**config.mk**
```make
export PLATFORM = sky130hd
export DESIGN_NAME = aes_key_slot_mem
export DESIGN_NICKNAME = d
export VERILOG_FILES = /design/src/rtl/aes_key_slot_mem.sv
export SDC_FILE = /design/constraint.sdc
export NUM_CORES = 2
export LEC_CHECK = 0
export BUFFER_PORTS_ARGS = -buffer_cell sky130_fd_sc_hd__buf_2
export CAP_MARGIN = 5
export CORE_ASPECT_RATIO = 2
export CORE_MARGIN = 2
export CORE_UTILIZATION = 45
export DETAILED_ROUTE_END_ITERATION = 8
export GPL_TIMING_DRIVEN = 0
export PLACE_DENSITY = 0.62
export REMOVE_ABC_BUFFERS = 1
export SKIP_LAST_GASP = 1
export SYNTH_ARGS = -nofsm -noshare
export SYNTH_HDL_FRONTEND = slang
export SYNTH_SLANG_ARGS = --single-unit
```
**constraint.sdc**
```tcl
create_clock -name inClk -period 25.6 [get_ports inClk]
set_clock_uncertainty 0.05 [all_clocks]
set_input_delay 5.12 -clock inClk [delete_from_list [all_inputs] [get_ports inClk]]
set_output_delay 5.12 -clock inClk [all_outputs]
set_load 0.05 [all_outputs]
```
**src/rtl/aes_key_slot_mem.sv**
```systemverilog
// Multi-slot key store with per-slot valid bitmap, registered reads and a sequenced zeroize engine.
// Optional per-slot write lock enabled by defining AES_KEYMEM_LOCK_EN.
module aes_key_slot_mem #(
  parameter int unsigned  DATA_W = 256,
  parameter int unsigned  DEPTH  = 16,
  localparam int unsigned ADDR_W = $clog2(DEPTH)
) (
  input  logic              inClk,
  input  logic              inRstN,
  input  logic              inWr,
  input  logic [ADDR_W-1:0] inWrAddr,
  input  logic [DATA_W-1:0] inWrData,
  input  logic              inRd,
  input  logic [ADDR_W-1:0] inRdAddr,
  output logic [DATA_W-1:0] outRdData,
  output logic              outRdValid,
  output logic              outRdMiss,
  input  logic              inZeroize,
  output logic              outBusy,
`ifdef AES_KEYMEM_LOCK_EN
  input  logic              inLock,
`endif
  output logic              outWrErr
);

  localparam logic [0:0] StIdle = 1'b0;
  localparam logic [0:0] StWipe = 1'b1;
  localparam logic [ADDR_W-1:0] LastSlot = ADDR_W'(DEPTH - 1);

  logic [0:0]        state_q, state_d;
  logic [ADDR_W-1:0] cnt_q, cnt_d;
  logic [DEPTH-1:0]  valid_q, valid_d;
  logic              rd_valid_q, rd_valid_d;
  logic              rd_miss_q, rd_miss_d;
  logic [DATA_W-1:0] rd_data_q, rd_data_d;
  logic              wr_err_q, wr_err_d;
  logic [DATA_W-1:0] mem_q [DEPTH];

  logic idle, wr_in_range, rd_in_range, wr_locked, wr_ok, rd_ok, rd_hit;

`ifdef AES_KEYMEM_LOCK_EN
  logic [DEPTH-1:0] lock_q, lock_d;
`endif

  always_comb begin
    idle        = (state_q == StIdle);
    wr_in_range = 32'(inWrAddr) < DEPTH;
    rd_in_range = 32'(inRdAddr) < DEPTH;
`ifdef AES_KEYMEM_LOCK_EN
    wr_locked   = wr_in_range && lock_q[inWrAddr];
`else
    wr_locked   = 1'b0;
`endif
    // A write coinciding with the zeroize start is rejected: the wipe would erase it anyway.
    wr_ok  = idle && inWr && wr_in_range && !inZeroize && !wr_locked;
    rd_ok  = idle && inRd;
    rd_hit = rd_ok && rd_in_range && valid_q[inRdAddr];
  end

  always_comb begin
    state_d = state_q;
    cnt_d   = cnt_q;
    valid_d = valid_q;
    unique case (state_q)
      StIdle: begin
        if (inZeroize) begin
          state_d = StWipe;
          cnt_d   = '0;
          valid_d = '0;
        end else if (wr_ok) begin
          valid_d[inWrAddr] = 1'b1;
        end
      end
      StWipe: begin
        cnt_d = cnt_q + 1'b1;
        if (cnt_q == LastSlot) begin
          state_d = StIdle;
          cnt_d   = '0;
        end
      end
      default: state_d = StIdle;
    endcase
  end

  // Memory is sampled before this edge's write lands, giving read-first behaviour.
  always_comb begin
    rd_valid_d = rd_ok;
    rd_miss_d  = rd_ok && !rd_hit;
    rd_data_d  = rd_hit ? mem_q[inRdAddr] : '0;
    wr_err_d   = inWr && !wr_ok;
  end

`ifdef AES_KEYMEM_LOCK_EN
  always_comb begin
    lock_d = lock_q;
    if (idle && inZeroize) begin
      lock_d = '0;
    end else if (wr_ok && inLock) begin
      lock_d[inWrAddr] = 1'b1;
    end
  end

  always_ff @(posedge inClk or negedge inRstN) begin
    if (!inRstN) begin
      lock_q <= '0;
    end else begin
      lock_q <= lock_d;
    end
  end
`endif

  always_ff @(posedge inClk or negedge inRstN) begin
    if (!inRstN) begin
      state_q    <= StIdle;
      cnt_q      <= '0;
      valid_q    <= '0;
      rd_valid_q <= 1'b0;
      rd_miss_q  <= 1'b0;
      rd_data_q  <= '0;
      wr_err_q   <= 1'b0;
    end else begin
      state_q    <= state_d;
      cnt_q      <= cnt_d;
      valid_q    <= valid_d;
      rd_valid_q <= rd_valid_d;
      rd_miss_q  <= rd_miss_d;
      rd_data_q  <= rd_data_d;
      wr_err_q   <= wr_err_d;
    end
  end

  // Key storage is deliberately not reset; the valid bitmap gates every read.
  always_ff @(posedge inClk) begin
    if (state_q == StWipe) begin
      mem_q[cnt_q] <= '0;
    end else if (wr_ok) begin
      mem_q[inWrAddr] <= inWrData;
    end
  end

  assign outRdData  = rd_data_q;
  assign outRdValid = rd_valid_q;
  assign outRdMiss  = rd_miss_q;
  assign outBusy    = (state_q == StWipe);
  assign outWrErr   = wr_err_q;

endmodule
```
Yosys cells after proc, flatten, opt, wreduce, memory -nomap -nowiden
Memory sizes are Yosys's and may differ from the RTL's. Index checks and enable logic that the tools add are counted. Widths: inputs -> output; s select.

Add/subtract/negate cells: 1. Magnitude comparators: 3. Mux-type cells: 21. Equal/unequal tests: 2. Div/mod/pow operators: 0. Shift operators: 0. Bitwise gates (word level): 2. Multipliers: 0. Reductions and logical operators: 13.

Operators by type and width (number): $mux 256 (2); $reduce_or 256->1 (1); $mux 16 (2); $or 16x16->16 (1); $mux 4 (3); $lt 4x5->1 const B (2); $mux 1 (10); $pmux 4 s2 (1); $logic_and 1x1->1 (7); $add 4x1->4 const B (1); $bmux 1 s4 (1); $demux 1 s4 (1); $eq 4x4->1 const B (1); $ge 4x1->1 const B (1); $logic_not 1->1 (3); $ne 2x2->1 const B (1); $pmux 1 s2 (1); $reduce_and 2->1 (1); $reduce_bool 2->1 (1); $not 1->1 (1).

Word-level logic and storage cells: 50. Memories kept: 1. Bits in writable memories: 4096. Bits in registers: 280. Bits in latches: 0. Memory bits (read-only): 0. Output and inout bits: 260. Bits of input ports: 269.

Memories: mem_q (depth 16, width 256, read ports 1, clocked after memory_dff 0, write ports 1, RTL line 37) `logic [DATA_W-1:0] mem_q [DEPTH];`.

Longest topological paths before layout
Depth after elaboration: 8. Gate-level depth with buffers: 9. Mapped depth without buffers: 5.

Least setup slack after synthesis
Ideal clock, no wire load.

Path kind: input to register. Start point: in inWr. End point: mem mem_q[7][0] (enable). Cell stages on the path: 6. Library setup time: 0.878 ns. Slack: 8.094 ns. Required time: 24.672 ns. Path buffers: 2. Data arrival time: 16.577 ns. Path through: clkbuf_1 > and2_1 > clkbuf_1 > and3_1 > a31oi_1 > nor2_1.

Longest elaborated chain between the ends: 7. Elaborated cells between the ends (all ways): 8. Those cells by class: mux (5); reduce/logical (3).

Ends and longest elaborated chain: from (decl) (RTL line 10) `input logic inWr,`; $logic_and 1x1->1 (*) (2 in a row) (RTL line 55) `wr_ok = idle && inWr && wr_in_range && !inZeroize && !wr_locked;`; $mux 1 (*) (RTL line 136) `end else if (wr_ok) begin`; $mux 1 (*) (RTL line 134) `if (state_q == StWipe) begin`; $mux 1 (implied by the code) (*) (RTL line 137) `mem_q[inWrAddr] <= inWrData;`; $reduce_or 256->1 (no line); $mux 4 (no line) / $mux 1 (equally long branches); to (decl) (RTL line 37).

Every way passes the cells marked *; elsewhere a longest branch is shown, timed or not.

Worst setup path after layout
Start point: in inWr. End point: mem mem_q[0][20] (enable).

The elaborated chain is that of the path after synthesis.

==> impl_metrics.py <==
metrics = {
    "cts": {
        "cts_tree": "yes",
        "clock_sinks": 4376,
        "cts-root-buf": "clkbuf_16",
        "clk_path_buf_depth": 4,
        "clock_latency_ns": 0.93,
        "cts-htree-levels": 5,
        "cts_resized": 0,
        "ctsHoldBuffers": 0,
        "cts_setup_buffers": 0,
        "clk_pin_slew_ns": 0.07,
        "numCtsBuffers": 377,
    },
    "logic_synthesis": {
        "yosysTopAreaCellShare_pct": 75.4,
        "synth-edff-count": 4096,
        "synth_ff_type": "edfxtp_1",
        "synth.largest_area_cell": "edfxtp_1",
        "ys_types": 41,
        "ys_ff_latch": 4376,
        "yosys_warnings": 0,
        "seq_area_frac_synth_pct": 79.7,
        "avgSynthCellArea_um2": 22.5,
        "syn_inst": 7247,
        "async_flop_share_pct": 6.40,
        "syn_area_um2": 163000,
        "synth.top_cells.by_area": "edfxtp_1 (75%), mux4_2 (13%), dfrtp_1 (4.3%), a22oi_1 (1.4%), and3_1 (0.99%)",
    },
    "power": {
        "powerDensity_nw_per_um2": 93.8,
        "pwr-share-seq_pct": 52.5,
        "switching_power_mw": 4.53,
        "comb_power_share_pct": 15.1,
        "vdd_drop_max_mv": 0.0917,
        "power_leakage_nw": 63.6,
        "internal_power_mw": 13.3,
        "switching_share_pct": 25.4,
        "p_clk_share_pct": 32.5,
    },
    "worst_setup_path": {
        "cp_max_fo": 78,
        "critPathCaptureType": "flip-flop",
        "critical_path_required_ns": 26.16,
        "startpoint_type": "input pin",
        "worstPathArrival_ns": 9.79,
        "path_class": "in2reg",
        "r2r_slack_ns": 20.20,
    },
    "floorplan": {
        "die_w_um": 430,
        "core_area_um2": 361000,
        "start_util_pct": 45.2,
        "die_y_um": 856,
        "std_cell_rows": 312,
        "die_area_um2": 368000,
        "ios": 529,
    },
    "routing": {
        "antenna_left": 0,
        "dr.pass1.iters": 9,
        "drt_iter0_markers": 7223,
        "drt_wl_total_mm": 426,
        "drc": 0,
        "post_drt_wl_per_cell_um": 32.6,
        "vias_per_cell": 6.06,
        "vias": 79400,
    },
    "timing": {
        "maxSlewHeadroom_pct": 11.1,
        "fmax_mhz": 108,
        "min_period_ns": 9.23,
        "finalCritPeriodShare_pct": 36.1,
        "finalMaxSlewViolations": 0,
        "grt_setup_unrepaired": "false",
        "finalSetupViolCount": 0,
        "finalSetupTns_ns": 0,
        "tightest_slew_ns": 1.32,
        "hold_violations": 0,
    },
    "cells_and_area": {
        "area_growth_pct": 16.5,
        "final_common_cell": "edfxtp_1",
        "regArea_um2": 130000,
        "fillCellCount": 27536,
        "final_cell_mix": "edfxtp_1 (4,096), mux4_2 (952), buf_2 (522)",
        "fin_nets": 8315,
        "multi_input_area_um2": 31300,
        "final_area_um2": 190000,
        "layout-drive-gt1-share_pct": 29.9,
    },
    "min_path": {
        "hold_class": "reg2reg",
    },
    "global_route": {
        "antenna_found_initial": 62,
        "grt_pass1_wl_mm": 614,
        "grt_pass1_vias": 83774,
        "grt_max_degree": 110,
        "overflow": 0,
        "track_usage_pct": 23.0,
    },
    "place": {
        "portBuffers": 528,
        "gp_congestion": 0.697,
        "place_area_um2": 178000,
        "hpwlAfterDp_mm": 254,
    },
    "flow_run": {
        "maxCapViolCount": 0,
    },
    "outcome": {
        "outcome": "finished, final reports clean",
    },
}
==> power by group through the flow <==
| stage | logic [mW] | registers [mW] | clock network, mW |
|---|---|---|---|
| 2_1_floorplan | 1.12 | 9.99 | 0 |
| 3_3_place_gp | 2.49 | 11.0 | 0 |
| 3_5_place_dp | 2.74 | 9.52 | 0 |
| 4_1_cts | 2.74 | 9.37 | 5.92 |
| 5_1_grt | 2.81 | 9.44 | 6.16 |
| 6_report | 2.69 | 9.36 | 5.80 |
==> flip-flops by register name, summed over array words and instances (netlist names) <==
name        count
cnt_q           4
mem_q        4096
outBusy         1
outRdData     256
outRdMiss       1
outRdValid      1
outWrErr        1
valid_q        16
==> cell families (layout without fill, tap and decap cells) <==
family	after synthesis	after routing	synth area share, %
AOI/OAI and AO/OA	833	833	3.30
adders and majority gates	1	1	0.00766
buffers and inverters	458	1573	1.34
DFF	4376	4376	79.7
muxes	1072	1072	13.9
other	0	24	0
and+or+nand+nor	507	507	1.80
==> metrics by stage <==
step / instances / power [mW] / hold WS, ns / setup WS [ns] / util [%]
after CTS: 13072 / 18.0 / 0.457 / 16.56 / 52.6
after detailed placement: 12376 / 12.3 / 0.446 / 15.53 / 49.2
final: 13096 / 17.8 / 0.453 / 16.37 / 52.7
after floorplan: 6790 / 11.1 / 0.407 / 2.63 / -
after global routing: 13080 / 18.4 / 0.475 / 16.27 / 52.6
after global placement: 12028 / 13.4 / 0.426 / -36.10 / 47.0
==> area by class of cell <==
type / instances / share of cell area, %
diodes: 24 / 0.0316
repair buffers: 876 / 5.53
clock buffers: 506 / 5.41
inverters: 1 / 0.00197
flip-flops and latches: 4376 / 68.4
clock inverters: 190 / 1.11
well taps: 4710 / 3.10
multi-input cells: 2413 / 16.4
==> critical path, cell delays in order <==
cell and delay (ns):
buf_8 0.44, buf_16 0.41, nand2_1 0.20, o21ai_0 0.12
o21ai_0 0.46, nor2_4 0.90, buf_12 0.30, buf_12 0.23
buf_12 0.22, buf_12 0.23, buf_12 0.24, buf_12 0.22
buf_12 0.24
==> cells in the mapped netlist, types with 5 or more instances <==
cell type / number
edfxtp_1: 4096
mux4_2: 952
a22oi_1: 303
dfrtp_1: 280
and3_1: 257
a21oi_1: 214
clkbuf_1: 207
o22ai_1: 171
buf_2: 163
o21ai_0: 85
mux2i_1: 79
buf_4: 67
nor3_1: 66
nand2_1: 52
mux2_2: 41
nor2_1: 41
a221o_1: 23
nor3_2: 23
nand3_1: 22
buf_1: 17
a211oi_1: 14
nor2b_1: 13
nand2b_1: 9
a22o_1: 8
nand3b_1: 8
nor3b_1: 7
a31oi_1: 5
==> per-layer routing <==
metal / vias to the layer above / wire length [um] / GRT usage, %
li1: 32308 / - / -
met1: 43379 / 165000 / 30.0
met2: 2977 / 220000 / 39.9
met3: 676 / 29800 / 4.32
met4: 60 / 10800 / 5.95
met5: - / 372 / 0
==> final timing paths <==
check                            endpoint  startpoint  cells after the start
setup / recovery             mem_q[0][20]        inWr                     13
hold / removal                 valid_q[8]  valid_q[8]                      2
setup reg to reg             mem_q[0][20]     outBusy                     13
hold reg to reg                valid_q[8]  valid_q[8]                      2
max in group asynchronous  outRdData[204]      inRstN                      3
min in group asynchronous   outRdData[59]      inRstN                      1
Note: power is estimated with default switching activity, not from simulation.
